$ cat src/rtl/secded_target_pipe_if.sv
// Handshake bundle for secded_target_pipe: codeword input channel, result
// output channel, and the error counter controls/observations.
interface secded_target_pipe_if #(
    parameter int P     = 4,
    parameter int W     = 8,
    parameter int CNT_W = 8
);
    localparam int N = 2 ** P;
    localparam int D = N - P - 1;

    logic             In_valid;
    logic             In_ready;
    logic [N-1:0]     In_word;
    logic             Out_valid;
    logic             Out_ready;
    logic [W-1:0]     Out_target;
    logic [D-1:0]     Out_data;
    logic             Out_err;
    logic             Clr_cnt;
    logic [CNT_W-1:0] Cnt_corr;
    logic [CNT_W-1:0] Cnt_dbl;

    modport master (
        output In_valid, In_word, Out_ready, Clr_cnt,
        input  In_ready, Out_valid, Out_target, Out_data, Out_err, Cnt_corr, Cnt_dbl
    );

    modport slave (
        input  In_valid, In_word, Out_ready, Clr_cnt,
        output In_ready, Out_valid, Out_target, Out_data, Out_err, Cnt_corr, Cnt_dbl
    );
endinterface

$ cat src/rtl/secded_target_pipe.sv
// Two-stage SECDED decoder: stage 1 registers word/syndrome/parity, stage 2
// registers the target code, corrected data and error flag; saturating counters.
module secded_target_pipe #(
    parameter int P     = 4,
    parameter int W     = 8,
    parameter int CNT_W = 8
) (
    input  logic               Clk,
    input  logic               Reset_n,
    secded_target_pipe_if.slave bus
);
    localparam int N = 2 ** P;
    localparam int D = N - P - 1;
    localparam logic [N-1:0]     ONE_N   = N'(1);
    localparam logic [W-1:0]     T_PAR   = W'(D + 1);
    localparam logic [W-1:0]     T_DBL   = W'(D + 2);
    localparam logic [CNT_W-1:0] CNT_MAX = '1;

    function automatic logic is_pow2(input logic [P-1:0] s);
        return (s != '0) && ((s & (s - 1'b1)) == '0);
    endfunction

    function automatic logic [P-1:0] calc_syn(input logic [N-1:0] w);
        logic [P-1:0] s;
        s = '0;
        for (int i = 1; i < N; i++) begin
            s = s ^ (w[i] ? P'(i) : '0);
        end
        return s;
    endfunction

    // Data bits sit at the non-power-of-two positions in ascending order.
    function automatic logic [D-1:0] extract(input logic [N-1:0] w);
        logic [D-1:0] d;
        int           k;
        d = '0;
        k = 0;
        for (int i = 1; i < N; i++) begin
            if (!is_pow2(P'(i))) begin
                d[k] = w[i];
                k++;
            end else begin
                k = k;
            end
        end
        return d;
    endfunction

    function automatic logic [W-1:0] syn_to_k(input logic [P-1:0] s);
        logic [W-1:0] k;
        logic [W-1:0] cnt;
        k   = '0;
        cnt = '0;
        for (int i = 1; i < N; i++) begin
            if (!is_pow2(P'(i))) begin
                cnt = cnt + 1'b1;
                k   = (s == P'(i)) ? cnt : k;
            end else begin
                cnt = cnt;
            end
        end
        return k;
    endfunction

    logic             s1_valid_q, s1_valid_d;
    logic [N-1:0]     s1_word_q,  s1_word_d;
    logic [P-1:0]     s1_syn_q,   s1_syn_d;
    logic             s1_pm_q,    s1_pm_d;
    logic             out_valid_q, out_valid_d;
    logic [W-1:0]     target_q,   target_d;
    logic [D-1:0]     data_q,     data_d;
    logic             err_q,      err_d;
    logic [CNT_W-1:0] cnt_corr_q, cnt_corr_d;
    logic [CNT_W-1:0] cnt_dbl_q,  cnt_dbl_d;

    logic             adv_s;
    logic             hs_s;
    logic [W-1:0]     tgt_s;
    logic [D-1:0]     dat_s;
    logic             err_s;

    assign adv_s = !out_valid_q || bus.Out_ready;
    assign hs_s  = out_valid_q && bus.Out_ready;

    // Classify the stage-1 word into target code, corrected data and error flag.
    always_comb begin
        tgt_s = '0;
        dat_s = extract(s1_word_q);
        err_s = 1'b0;
        if (!s1_pm_q) begin
            if (s1_syn_q != '0) begin
                tgt_s = T_DBL;
                err_s = 1'b1;
            end else begin
                tgt_s = '0;
            end
        end else if ((s1_syn_q == '0) || is_pow2(s1_syn_q)) begin
            tgt_s = T_PAR;
        end else begin
            tgt_s = syn_to_k(s1_syn_q);
            dat_s = extract(s1_word_q ^ (ONE_N << s1_syn_q));
        end
    end

    // Next-state for both pipeline stages; everything holds while stalled.
    always_comb begin
        s1_valid_d  = s1_valid_q;
        s1_word_d   = s1_word_q;
        s1_syn_d    = s1_syn_q;
        s1_pm_d     = s1_pm_q;
        out_valid_d = out_valid_q;
        target_d    = target_q;
        data_d      = data_q;
        err_d       = err_q;
        if (adv_s) begin
            s1_valid_d  = bus.In_valid;
            out_valid_d = s1_valid_q;
            if (bus.In_valid) begin
                s1_word_d = bus.In_word;
                s1_syn_d  = calc_syn(bus.In_word);
                s1_pm_d   = ^bus.In_word;
            end else begin
                s1_word_d = s1_word_q;
            end
            if (s1_valid_q) begin
                target_d = tgt_s;
                data_d   = dat_s;
                err_d    = err_s;
            end else begin
                target_d = target_q;
            end
        end else begin
            s1_valid_d = s1_valid_q;
        end
    end

    // Saturating event counters, counted at the output handshake; clear wins.
    always_comb begin
        cnt_corr_d = cnt_corr_q;
        cnt_dbl_d  = cnt_dbl_q;
        if (bus.Clr_cnt) begin
            cnt_corr_d = '0;
            cnt_dbl_d  = '0;
        end else if (hs_s) begin
            if ((target_q != '0) && (target_q <= T_PAR) && (cnt_corr_q != CNT_MAX)) begin
                cnt_corr_d = cnt_corr_q + 1'b1;
            end else begin
                cnt_corr_d = cnt_corr_q;
            end
            if ((target_q == T_DBL) && (cnt_dbl_q != CNT_MAX)) begin
                cnt_dbl_d = cnt_dbl_q + 1'b1;
            end else begin
                cnt_dbl_d = cnt_dbl_q;
            end
        end else begin
            cnt_corr_d = cnt_corr_q;
        end
    end

    // State register with synchronous active-low reset.
    always_ff @(posedge Clk) begin
        if (!Reset_n) begin
            s1_valid_q  <= 1'b0;
            s1_word_q   <= '0;
            s1_syn_q    <= '0;
            s1_pm_q     <= 1'b0;
            out_valid_q <= 1'b0;
            target_q    <= '0;
            data_q      <= '0;
            err_q       <= 1'b0;
            cnt_corr_q  <= '0;
            cnt_dbl_q   <= '0;
        end else begin
            s1_valid_q  <= s1_valid_d;
            s1_word_q   <= s1_word_d;
            s1_syn_q    <= s1_syn_d;
            s1_pm_q     <= s1_pm_d;
            out_valid_q <= out_valid_d;
            target_q    <= target_d;
            data_q      <= data_d;
            err_q       <= err_d;
            cnt_corr_q  <= cnt_corr_d;
            cnt_dbl_q   <= cnt_dbl_d;
        end
    end

    assign bus.In_ready   = adv_s;
    assign bus.Out_valid  = out_valid_q;
    assign bus.Out_target = target_q;
    assign bus.Out_data   = data_q;
    assign bus.Out_err    = err_q;
    assign bus.Cnt_corr   = cnt_corr_q;
    assign bus.Cnt_dbl    = cnt_dbl_q;
endmodule

$ cat src/flat_wrapper.sv
// flat-port wrapper written by rule: the top's interface ports become plain ports
module secded_target_pipe_flat 
#(
    parameter int P     = 4,
    parameter int W     = 8,
    parameter int CNT_W = 8
)
  (Clk, Reset_n, bus_In_valid, bus_In_word, bus_Out_ready, bus_Clr_cnt, bus_In_ready, bus_Out_valid, bus_Out_target, bus_Out_data, bus_Out_err, bus_Cnt_corr, bus_Cnt_dbl);
  secded_target_pipe_if #(.P(P), .W(W), .CNT_W(CNT_W)) bus_i ();
  input  logic Clk;
  input  logic Reset_n;
  input wire logic [$bits(bus_i.In_valid)-1:0] bus_In_valid;
  input wire logic [$bits(bus_i.In_word)-1:0] bus_In_word;
  input wire logic [$bits(bus_i.Out_ready)-1:0] bus_Out_ready;
  input wire logic [$bits(bus_i.Clr_cnt)-1:0] bus_Clr_cnt;
  output wire logic [$bits(bus_i.In_ready)-1:0] bus_In_ready;
  output wire logic [$bits(bus_i.Out_valid)-1:0] bus_Out_valid;
  output wire logic [$bits(bus_i.Out_target)-1:0] bus_Out_target;
  output wire logic [$bits(bus_i.Out_data)-1:0] bus_Out_data;
  output wire logic [$bits(bus_i.Out_err)-1:0] bus_Out_err;
  output wire logic [$bits(bus_i.Cnt_corr)-1:0] bus_Cnt_corr;
  output wire logic [$bits(bus_i.Cnt_dbl)-1:0] bus_Cnt_dbl;
  assign bus_i.In_valid = bus_In_valid;
  assign bus_i.In_word = bus_In_word;
  assign bus_i.Out_ready = bus_Out_ready;
  assign bus_i.Clr_cnt = bus_Clr_cnt;
  assign bus_In_ready = bus_i.In_ready;
  assign bus_Out_valid = bus_i.Out_valid;
  assign bus_Out_target = bus_i.Out_target;
  assign bus_Out_data = bus_i.Out_data;
  assign bus_Out_err = bus_i.Out_err;
  assign bus_Cnt_corr = bus_i.Cnt_corr;
  assign bus_Cnt_dbl = bus_i.Cnt_dbl;
  secded_target_pipe #(.P(P), .W(W), .CNT_W(CNT_W)) u_core (.Clk(Clk), .Reset_n(Reset_n), .bus(bus_i));
endmodule
$ cat config.mk
export PLATFORM = sky130hd
export DESIGN_NAME = secded_target_pipe_flat
export DESIGN_NICKNAME = d
export VERILOG_FILES = /design/src/rtl/secded_target_pipe_if.sv /design/src/rtl/secded_target_pipe.sv /design/src/flat_wrapper.sv
export SDC_FILE = /design/constraint.sdc
export NUM_CORES = 1
export LEC_CHECK = 0
export CORE_MARGIN = 3
export CORE_UTILIZATION = 45
export CTS_BUF_LIST = sky130_fd_sc_hd__clkbuf_4 sky130_fd_sc_hd__clkbuf_8
export DETAILED_ROUTE_END_ITERATION = 8
export PLACE_DENSITY = 0.73
export SLEW_MARGIN = 20
export SYNTH_ARGS = -nofsm -noshare
export SYNTH_HDL_FRONTEND = slang
export SYNTH_SLANG_ARGS = --single-unit
export TNS_END_PERCENT = 1
$ cat constraint.sdc
create_clock -name Clk -period 1.8 [get_ports Clk]
set_input_delay 0.27 -clock Clk [delete_from_list [all_inputs] [get_ports Clk]]
set_output_delay 0.27 -clock Clk [all_outputs]
set_load 0.005 [all_outputs]
==> flow_summary.ini <==
[clocking]
cts-buffers-inserted = 5
cts.sinks = 50
clk_latency_ps = 310
postCtsSetupBuffers = 0
cts_resized = 0
cts_buffer_depth = 2
cts-htree-levels = 2
cts_root_buffer = clkbuf_8
cts_tree = yes
clk_pin_slew_ps = 90
cts_hold_buf = 0

[timing]
final_hold_viol_count = 0
drv_slew = 0
tightest_slew_ps = 605.7
setup_viol = 0
finalCriticalPeriod_ps = 1682
relSlewSlack_pct = 59.62
fin_ws_ps = 118.2
setup-tns-final_ps = 0
fmax_ghz = 0.5946
rsz0062_at_grt = false
holdWs_ps = 386.2
skew_ps = 5.659
post-route-period-util_pct = 93.43

[global_routing]
grt_pass1_vias = 2123
grt_pass1_wl_mm = 9.301
use_met2_pct = 31.81
use_met1_pct = 20.63
busiest_layer = met2
gr-usage-all-layers_pct = 17.56
antenna_found_initial = 0
overflow = 0
grt_max_degree = 35
met3_usage_pct = 3.471

[yosys]
ys_warn_count = 0
synth_xor_area_share_pct = 14.03
synth_top_family_by_area = simple AND/OR/NAND/NOR gates
synth_simple_gate_area_share_pct = 23.66
synth_compound_area_share_pct = 16.17
synthMuxAreaShare_pct = 1.145
synth_cells = 302
synthAdderAreaFrac_pct = 1.336
ys_types = 48
synth.avg_cell_area_um2 = 8.684
yosysSeqAreaShare_pct = 38.17
ys_ff_latch = 50
netlist_area_mm2 = 0.002623

[setup_path]
critical_path.reg2reg.startpoint = u_core.bus.Cnt_dbl[0]
slowest_delay_ps = 370
startpoint_type = flip-flop
critical-path-slowest-cell = dfxtp_1
cp_top_family = simple AND/OR/NAND/NOR gates
critPathMaxFanout = 6
crit_buf_inv = 0
crit_required_ps = 1970
rrSetupSlack_ps = 120
r2r-end = u_core.bus.Cnt_dbl[4]
end_kind = flip-flop
crit_arrival_ps = 1850
cp_cell_sequence = ha_1 > and4_4 > a211oi_4 > nand4_1 > xor2_1 > nor2_1
r2r_cells = 6
path_class = reg -> reg

[detailed_routing]
wl_per_cell_um = 12.81
drtAntennaViolNets = 0
drt_iter0_drc = 118
route.vias.total = 2262
viasPerCell = 5.200
wl_mm = 5.574
drc = 0
dr.pass1.iters = 4

[final_layout]
post-route-util_pct = 61.01
antenna_cells = 0
drive_gt1_share_pct = 9.917
num-nets-final = 385
fillers = 524
area_growth_pct = 29.68

[worst_hold_path]
whs_endpoint = u_core.s1_valid_q
holdCritPathClass = in -> reg
hold_start = bus_Out_ready
hold_depth = 4

[floorplanning]
die_w_um = 82.34
core_region_area_mm2 = 0.005574
fp-row-count = 27
initial_utilization_pct = 47.05
die_h_um = 82.34
dieArea_mm2 = 0.006780
io_pins = 59

[pwr]
ir_worst_vdd_mv = 0.3569
total_power_w = 0.002468
p_per_area_mw_per_mm2 = 725.6
leakagePower_nw = 1.307

[place]
gp_congestion = 0.7893
place_ws_ps = -35.85
portBuffers = 54
hpwlAfterDp_mm = 4.258

[outcome]
status = complete, no violations

[run]
cap_violations = 0
power by group:
| group | internal, W | switching [W] |
|---|---|---|
| sequential | 0.00117 | 0.0000623 |
| combinational | 0.000304 | 0.000250 |
| clock | 0.000309 | 0.000374 |
| total | 0.00178 | 0.000686 |
state kept, by name, summed over array words and instances, names as in the netlist:
| name | count |
|---|---|
| u_core.bus.Out_data | 11 |
| u_core.s1_valid_q | 1 |
| u_core.s1_pm_q | 1 |
| u_core.bus.Out_err | 1 |
| u_core.bus.Out_valid | 1 |
| u_core.bus.Cnt_dbl | 8 |
| u_core.bus.Cnt_corr | 8 |
| u_core.s1_word_q | 11 |
| u_core.bus.Out_target | 4 |
| u_core.s1_syn_q | 4 |
how the worst max path moves through the flow:
stage                                startpoint                    end  depth (start not counted)
final                     u_core.bus.Cnt_dbl[0]  u_core.bus.Cnt_dbl[4]                          6
after global placement            bus_Out_ready  u_core.bus.Cnt_dbl[3]                          6
after detailed placement          bus_Out_ready  u_core.bus.Cnt_dbl[4]                          6
after CTS                         bus_Out_ready           bus_In_ready                          4
after floorplan           u_core.bus.Cnt_dbl[0]  u_core.bus.Cnt_dbl[6]                          6
after global routing      u_core.bus.Cnt_dbl[0]  u_core.bus.Cnt_dbl[3]                          6
layout by cell type, fill, tap and decap left out, types with 3 or more instances in the layout:
| master | n |
|---|---|
| clkdlybuf4s50_1 | 53 |
| dfxtp_1 | 50 |
| nand2_1 | 41 |
| xnor2_1 | 36 |
| nor2_1 | 21 |
| nand3_1 | 18 |
| buf_4 | 16 |
| a21boi_0 | 14 |
| o211a_1 | 14 |
| o21ai_0 | 11 |
| or3_1 | 9 |
| a21oi_1 | 7 |
| nor3_1 | 6 |
| xor2_1 | 6 |
| clkbuf_8 | 6 |
| nand4_1 | 5 |
| inv_1 | 4 |
| conb_1 | 4 |
| nand2b_1 | 3 |
| mux2i_1 | 3 |
tightest hold or removal path, stage by stage:
cell	delay (ps)
dlymetal6s2s_1	190
nor2b_4	70
nand2_1	50
a21boi_0	60
Yosys cell counts (all sizes together):
library cell / count / share of area, %
a211oi: 1 / 0.76
a21boi: 15 / 4.3
a21oi: 7 / 1.3
a221o: 1 / 0.38
and2: 2 / 0.48
and3: 1 / 0.24
and4: 1 / 0.43
buf: 16 / 3.8
clkbuf: 6 / 0.86
conb: 1 / 0.14
dfxtp: 50 / 38
ha: 2 / 0.95
inv: 5 / 0.72
maj3: 1 / 0.38
mux2i: 3 / 1.1
nand2: 41 / 5.9
nand2b: 3 / 0.72
nand3: 18 / 3.4
nand3b: 1 / 0.29
nand4: 6 / 1.7
nand4b: 1 / 0.33
nor2: 21 / 3.0
nor2b: 2 / 0.76
nor3: 7 / 1.5
nor3b: 2 / 0.57
nor4: 2 / 0.72
nor4b: 1 / 0.33
nor4bb: 1 / 0.62
o211a: 14 / 5.3
o211ai: 1 / 0.48
o21a: 1 / 0.29
o21ai: 11 / 2.1
o21ba: 1 / 0.38
o22ai: 2 / 0.48
o31a: 1 / 0.33
or2: 1 / 0.24
or3: 9 / 2.1
or4: 1 / 0.29
xnor2: 36 / 12
xor2: 6 / 2.0
metrics by stage:
step,instances,area (um2)
after floorplan,305,2634
after global placement,427,3303
after detailed placement,427,3303
after CTS,435,3398
after global routing,435,3401
final,435,3401
layer usage:
| metal | vias to the layer above | wire, um |
|---|---|---|
| met2 | 65 | 2709 |
| met3 | 8 | 347 |
| met4 | 0 | 68 |
| li1 | 1151 | - |
| met1 | 1038 | 2449 |
| met5 | - | 0 |
cells by family (layout without fill, tap and decap cells):
| logic type | Yosys count | count (layout) |
|---|---|---|
| simple gates | 121 | 121 |
| compound gates | 55 | 55 |
| flops | 50 | 50 |
| xor+xnor | 42 | 42 |
| buf+inv | 27 | 85 |
| fa+ha+maj | 3 | 3 |
| mux | 3 | 3 |
| other cells | 1 | 4 |
cell type report:
class                           count  area (um2)  share of cell area (%)
Clock inverter                      2       12.51                  0.3679
Multi-Input combinational cell    228        1493                   43.89
Clock buffer                        6       82.58                   2.428
Inverter                            5       18.77                  0.5519
Sequential cell                    50        1001                   29.43
Timing Repair Buffer               72       703.2                   20.68
Tap cell                           72       90.09                   2.649
Power figures use the tool's default switching activity.
